`src/rtl/sensor_guard_multi_if.sv`:
```
// Bundle of the tick, arm, clear and sample inputs, and the relay and fault status
// outputs shared between the sampling front-end and the supervisor.
interface sensor_guard_multi_if #(
  parameter int N_CH = 4,
  parameter int W    = 16
);
  logic              enable;
  logic              arm;
  logic [N_CH-1:0]   clear;
  logic [N_CH*W-1:0] sen;
  logic [N_CH-1:0]   relay_out;
  logic [N_CH-1:0]   fault_latched;
  logic              any_fault;
  logic [N_CH*4-1:0] retry_cnt;

  modport master (
    output enable, arm, clear, sen,
    input  relay_out, fault_latched, any_fault, retry_cnt
  );

  modport slave (
    input  enable, arm, clear, sen,
    output relay_out, fault_latched, any_fault, retry_cnt
  );
endinterface

```
`src/rtl/sensor_guard_multi.sv`:
```
// Multi-channel relay supervisor: each channel debounces an out-of-window sample,
// opens its relay, retries after a hold-off and latches a fault after MAX_RETRY trips.
module sensor_guard_multi #(
  parameter int N_CH       = 4,
  parameter int W          = 16,
  parameter int SEN_REF    = 350,
  parameter int THRESHOLD  = 100,
  parameter int DEBOUNCE   = 3,
  parameter int WAIT_TICKS = 312,
  parameter int MAX_RETRY  = 3
) (
  input logic                 clk,
  input logic                 rst,
  sensor_guard_multi_if.slave bus
);
  localparam int DW = $clog2(DEBOUNCE + 1);
  localparam int TW = $clog2(WAIT_TICKS + 1);

  localparam logic [W-1:0]  SEN_REF_W   = W'(SEN_REF);
  localparam logic [W-1:0]  THRESHOLD_W = W'(THRESHOLD);
  localparam logic [DW-1:0] DBC_LAST    = DW'(DEBOUNCE - 1);
  localparam logic [TW-1:0] TIMER_LAST  = TW'(WAIT_TICKS - 1);
  localparam logic [3:0]    RETRY_MAX   = 4'(MAX_RETRY);

  typedef enum logic [2:0] {
    S_IDLE = 3'd0,
    S_HEAR = 3'd1,
    S_OPEN = 3'd2,
    S_WAIT = 3'd3,
    S_FAIL = 3'd4
  } state_t;

  logic [N_CH-1:0]   relay_vec;
  logic [N_CH-1:0]   fault_vec;
  logic [N_CH*4-1:0] cnt_vec;
  logic              any_fault_reg;

  genvar gi;
  generate
    for (gi = 0; gi < N_CH; gi++) begin : g_ch
      logic [W-1:0]  sample;
      logic [W-1:0]  diff;
      logic          fail;
      state_t        state_reg, state_next;
      logic [DW-1:0] dbc_reg, dbc_next;
      logic [TW-1:0] timer_reg, timer_next;
      logic [3:0]    cnt_reg, cnt_next;
      logic          relay_reg;
      logic          fault_reg;

      assign sample = bus.sen[gi*W +: W];
      assign diff   = (sample > SEN_REF_W) ? (sample - SEN_REF_W) : (SEN_REF_W - sample);
      assign fail   = diff > THRESHOLD_W;

      always_comb begin
        state_next = state_reg;
        dbc_next   = dbc_reg;
        timer_next = timer_reg;
        cnt_next   = cnt_reg;
        if (bus.clear[gi]) begin
          // Acknowledge overrides whatever transition the channel was about to take.
          state_next = S_IDLE;
          dbc_next   = '0;
          timer_next = '0;
          cnt_next   = '0;
        end else begin
          case (state_reg)
            S_IDLE: begin
              dbc_next   = '0;
              timer_next = '0;
              cnt_next   = '0;
              if (bus.arm) state_next = S_HEAR;
            end
            S_HEAR: begin
              if (fail) begin
                dbc_next = dbc_reg + DW'(1);
                if (dbc_reg == DBC_LAST) state_next = S_OPEN;
              end else begin
                dbc_next = '0;
              end
            end
            S_OPEN: begin
              cnt_next   = cnt_reg + 4'd1;
              timer_next = '0;
              state_next = S_WAIT;
            end
            S_WAIT: begin
              timer_next = timer_reg + TW'(1);
              if (timer_reg == TIMER_LAST) begin
                if (cnt_reg == RETRY_MAX) begin
                  state_next = S_FAIL;
                end else begin
                  dbc_next   = '0;
                  state_next = S_HEAR;
                end
              end
            end
            S_FAIL: state_next = S_FAIL;
            default: begin
              state_next = S_IDLE;
              dbc_next   = '0;
              timer_next = '0;
              cnt_next   = '0;
            end
          endcase
        end
      end

      // Outputs are registered from the next state so they line up with the state register.
      always_ff @(posedge clk) begin
        if (rst) begin
          state_reg <= S_IDLE;
          dbc_reg   <= '0;
          timer_reg <= '0;
          cnt_reg   <= '0;
          relay_reg <= 1'b0;
          fault_reg <= 1'b0;
        end else if (bus.enable) begin
          state_reg <= state_next;
          dbc_reg   <= dbc_next;
          timer_reg <= timer_next;
          cnt_reg   <= cnt_next;
          relay_reg <= (state_next == S_WAIT) || (state_next == S_FAIL);
          fault_reg <= (state_next == S_FAIL);
        end
      end

      assign relay_vec[gi]        = relay_reg;
      assign fault_vec[gi]        = fault_reg;
      assign cnt_vec[gi*4 +: 4]   = cnt_reg;
    end
  endgenerate

  always_ff @(posedge clk) begin
    if (rst) begin
      any_fault_reg <= 1'b0;
    end else begin
      any_fault_reg <= |fault_vec;
    end
  end

  assign bus.relay_out     = relay_vec;
  assign bus.fault_latched = fault_vec;
  assign bus.retry_cnt     = cnt_vec;
  assign bus.any_fault     = any_fault_reg;
endmodule
```
`src/flat_wrapper.sv`:
```
// flat-port wrapper written by rule: the top's interface ports become plain ports
module sensor_guard_multi_flat 
#(
  parameter int N_CH       = 4,
  parameter int W          = 16,
  parameter int SEN_REF    = 350,
  parameter int THRESHOLD  = 100,
  parameter int DEBOUNCE   = 3,
  parameter int WAIT_TICKS = 312,
  parameter int MAX_RETRY  = 3
)
  (clk, rst, bus_enable, bus_arm, bus_clear, bus_sen, bus_relay_out, bus_fault_latched, bus_any_fault, bus_retry_cnt);
  sensor_guard_multi_if #(.N_CH(N_CH), .W(W)) bus_i ();
  input logic clk;
  input logic rst;
  input wire logic [$bits(bus_i.enable)-1:0] bus_enable;
  input wire logic [$bits(bus_i.arm)-1:0] bus_arm;
  input wire logic [$bits(bus_i.clear)-1:0] bus_clear;
  input wire logic [$bits(bus_i.sen)-1:0] bus_sen;
  output wire logic [$bits(bus_i.relay_out)-1:0] bus_relay_out;
  output wire logic [$bits(bus_i.fault_latched)-1:0] bus_fault_latched;
  output wire logic [$bits(bus_i.any_fault)-1:0] bus_any_fault;
  output wire logic [$bits(bus_i.retry_cnt)-1:0] bus_retry_cnt;
  assign bus_i.enable = bus_enable;
  assign bus_i.arm = bus_arm;
  assign bus_i.clear = bus_clear;
  assign bus_i.sen = bus_sen;
  assign bus_relay_out = bus_i.relay_out;
  assign bus_fault_latched = bus_i.fault_latched;
  assign bus_any_fault = bus_i.any_fault;
  assign bus_retry_cnt = bus_i.retry_cnt;
  sensor_guard_multi #(.N_CH(N_CH), .W(W), .SEN_REF(SEN_REF), .THRESHOLD(THRESHOLD), .DEBOUNCE(DEBOUNCE), .WAIT_TICKS(WAIT_TICKS), .MAX_RETRY(MAX_RETRY)) u_core (.clk(clk), .rst(rst), .bus(bus_i));
endmodule
```
`config.mk`:
```
export PLATFORM = sky130hd
export DESIGN_NAME = sensor_guard_multi_flat
export DESIGN_NICKNAME = d
export VERILOG_FILES = /design/src/rtl/sensor_guard_multi_if.sv /design/src/rtl/sensor_guard_multi.sv /design/src/flat_wrapper.sv
export SDC_FILE = /design/constraint.sdc
export NUM_CORES = 1
export LEC_CHECK = 0
export ABC_CLOCK_PERIOD_IN_PS = 5500
export CORE_ASPECT_RATIO = 1.75
export CORE_MARGIN = 5
export CORE_UTILIZATION = 58
export DETAILED_ROUTE_END_ITERATION = 10
export PLACE_DENSITY = 0.81
export SETUP_SLACK_MARGIN = 0.2
export SYNTH_ARGS = -nofsm -noshare
export SYNTH_HDL_FRONTEND = slang
export SYNTH_SLANG_ARGS = --single-unit
```
`constraint.sdc`:
```
create_clock -name clk -period 5.5 [get_ports clk]
set_clock_uncertainty 0.1 [all_clocks]
set_input_delay 1.1 -clock clk [delete_from_list [all_inputs] [get_ports clk]]
set_output_delay 1.1 -clock clk [all_outputs]
set_load 0.05 [all_outputs]
```
==> results.cfg <==
[worst_setup_path]
path_cells = clkdlybuf4s50_1 -> or4_4 -> nor4_1 -> o21ai_0 -> a32oi_1 -> mux4_2 -> a31oi_1 -> nor4_2 -> o21ai_0
critPathMostFrequentCell = o21ai_0
critPathSlowestCell = or4_4
critPathKind = input pin to flop
max_stage_delay_ns = 0.58
path_max_fanout = 6
cp.required_ns = 5.61
critical-path-top-delay-family = simple AND/OR/NAND/NOR gates
end_kind = flop
worstSetupStartpointType = input pin
cp_num_buf_inv = 1
cp.arrival_ns = 4.11

[yosys]
yosysMostFrequentCell = nor2_1
syn_inst = 887
async_flop_share_pct = 0
synth_top_area_share_pct = 25.0
synth-seq-cells = 81
ys_top_cells_by_count = 122 x nor2_1, 87 x nand2_1, 81 x dfxtp_1
synth.distinct_cells = 74
avgSynthCellArea_um2 = 7.31
synth_top_area_cell = dfxtp_1
synthFlopType = dfxtp_1
synth_area_leaders = dfxtp_1 25%, nor2_1 7.1%, nand2_1 5.0%
yosysWarnings = 0
synth_edf_count = 0
syn_nets = 979
synth_area_um2 = 6480
ys_seq_area_share_pct = 25.0

[global_routing]
grt_overflow = 0
grt_util_all_layers_pct = 25.3
antenna_found_initial = 0
grt_pass1_wl_um = 29400
grt_max_degree = 30
first_global_vias = 6804

[cts]
cts_made_buffers = 9
cts_resized = 0
cts_htree_levels = 3
postCtsHoldBufs = 0
cts-root-buf = clkbuf_16
cts_tree = yes
clk_latency_ns = 0.34
cts_post_setup_buffers_inserted = 0
cts.sinks = 81
cts_max_path_buffers = 2
clk_pin_slew_ns = 0.06

[detailed_routing]
wl_per_cell_um = 16.2
drc_errors = 0
viasPerCell = 6.38
drt-total-wl_um = 17600
drtPass1Iterations = 5
route.vias.total = 6934
postRouteAntennaNets = 0
drt-initial-drc-count = 380

[die]
dieArea_um2 = 13500
die_h_um = 150
die_w_um = 89.9
start_util_pct = 58.7
num_rows = 51
pin_count = 97
core_um2 = 11000

[place]
dp_hpwl_um = 13600
gp_congestion = 0.967
portBuffers = 96
dp.cells = 1071
dp_slack_ns = 1.18

[timing]
finalSetupViolCount = 0
whs_ns = 0.362
max_freq_ghz = 0.250
post-route-period-util_pct = 72.7
rsz0062_at_grt = no
worst_slack_ns = 1.50
hold_violations = 0
tightestPinTransition_ns = 0.740
slew_violations = 0
max_slew_margin_pct = 50.1
fin_crit_ns = 4.00
tns_ns = 0

[cells_and_area]
diodes = 0
area_delta_synth_final_pct = 18.8
drive_above_1_share_pct = 4.29
nets = 1042
largest_reg_flops = 36
multiInputGateArea_um2 = 4520
n_fill_cell = 946
fin_cells = 1087
seq_area_um2 = 1620

[power]
p_per_area_nw_per_um2 = 195
p_leak_nw = 2.73
peakVddDrop_mv = 0.268
power.total_mw = 1.50

[run]
maxCapViolations = 0

[min_path]
hold_path_class = flop to flop

[run_status]
outcome = finished clean
-- area by class of cell --
class                   count  area share (%)
clock buffers               9            2.92
multi-input cells         726            58.7
well taps                 132            2.14
clock inverters             7           0.828
inverters                  34            1.66
repair buffers             98            12.7
flip-flops and latches     81            21.0
-- kinds of logic (layout without fill, tap and decap cells) --
group / after synthesis / count (layout) / share of synthesized area (%)
buffers and inverters: 80 / 148 / 5.21
flip-flops: 81 / 81 / 25.0
multiplexers: 12 / 12 / 2.08
adder cells (fa/ha/maj): 20 / 20 / 3.86
AO/OA/AOI/OAI: 231 / 231 / 24.1
AND/OR/NAND/NOR: 396 / 396 / 30.7
XOR/XNOR: 67 / 67 / 9.05
-- metrics by stage --
step	utilization (%)	area, um^2
after floorplan	-	6480
after global placement	67.2	7410
after detailed placement	67.2	7410
after CTS	69.8	7700
after global routing	69.8	7700
final	69.8	7700
-- where the power goes --
group          internal, mW  leakage (nW)  switching (mW)  total, mW
Sequential            0.597         0.656          0.0133      0.610
Clock                 0.314         0.136           0.255      0.569
Combinational         0.137          1.93           0.185      0.322
Total                  1.05          2.73           0.453       1.50
-- layout by cell type (no fill, tap or decap), types with 14 or more instances in the layout --
master / n
nand3_1: 33
nor2_1: 122
nand4_1: 25
nand2_1: 87
o21ai_0: 42
xor2_1: 36
xnor2_1: 31
a21oi_1: 58
clkdlybuf4s50_1: 96
o31ai_1: 14
ha_1: 20
nor3_1: 23
dfxtp_1: 81
or3_1: 15
inv_1: 34
-- worst paths after layout --
path,slack (ns),start,end,depth (start not counted)
setup reg to reg,3.02,u_core.g_ch[1].timer_reg[3],u_core.g_ch[1].dbc_reg[1],8
setup / recovery,1.50,bus_sen[12],u_core.g_ch[0].state_reg[1],9
hold / removal,0.36,u_core.g_ch[0].dbc_reg[0],u_core.g_ch[0].dbc_reg[0],1
hold reg to reg,0.36,u_core.g_ch[0].dbc_reg[0],u_core.g_ch[0].dbc_reg[0],1
-- per-layer routing --
layer | routed length (um) | vias up | global-route usage, %
met2 | 9490 | 239 | 48.8
met4 | 546 | 0 | 13.0
li1 | - | 3383 | -
met1 | 6660 | 3265 | 25.3
met5 | 0 | - | 0
met3 | 877 | 47 | 4.58
Power figures use the tool's default switching activity.
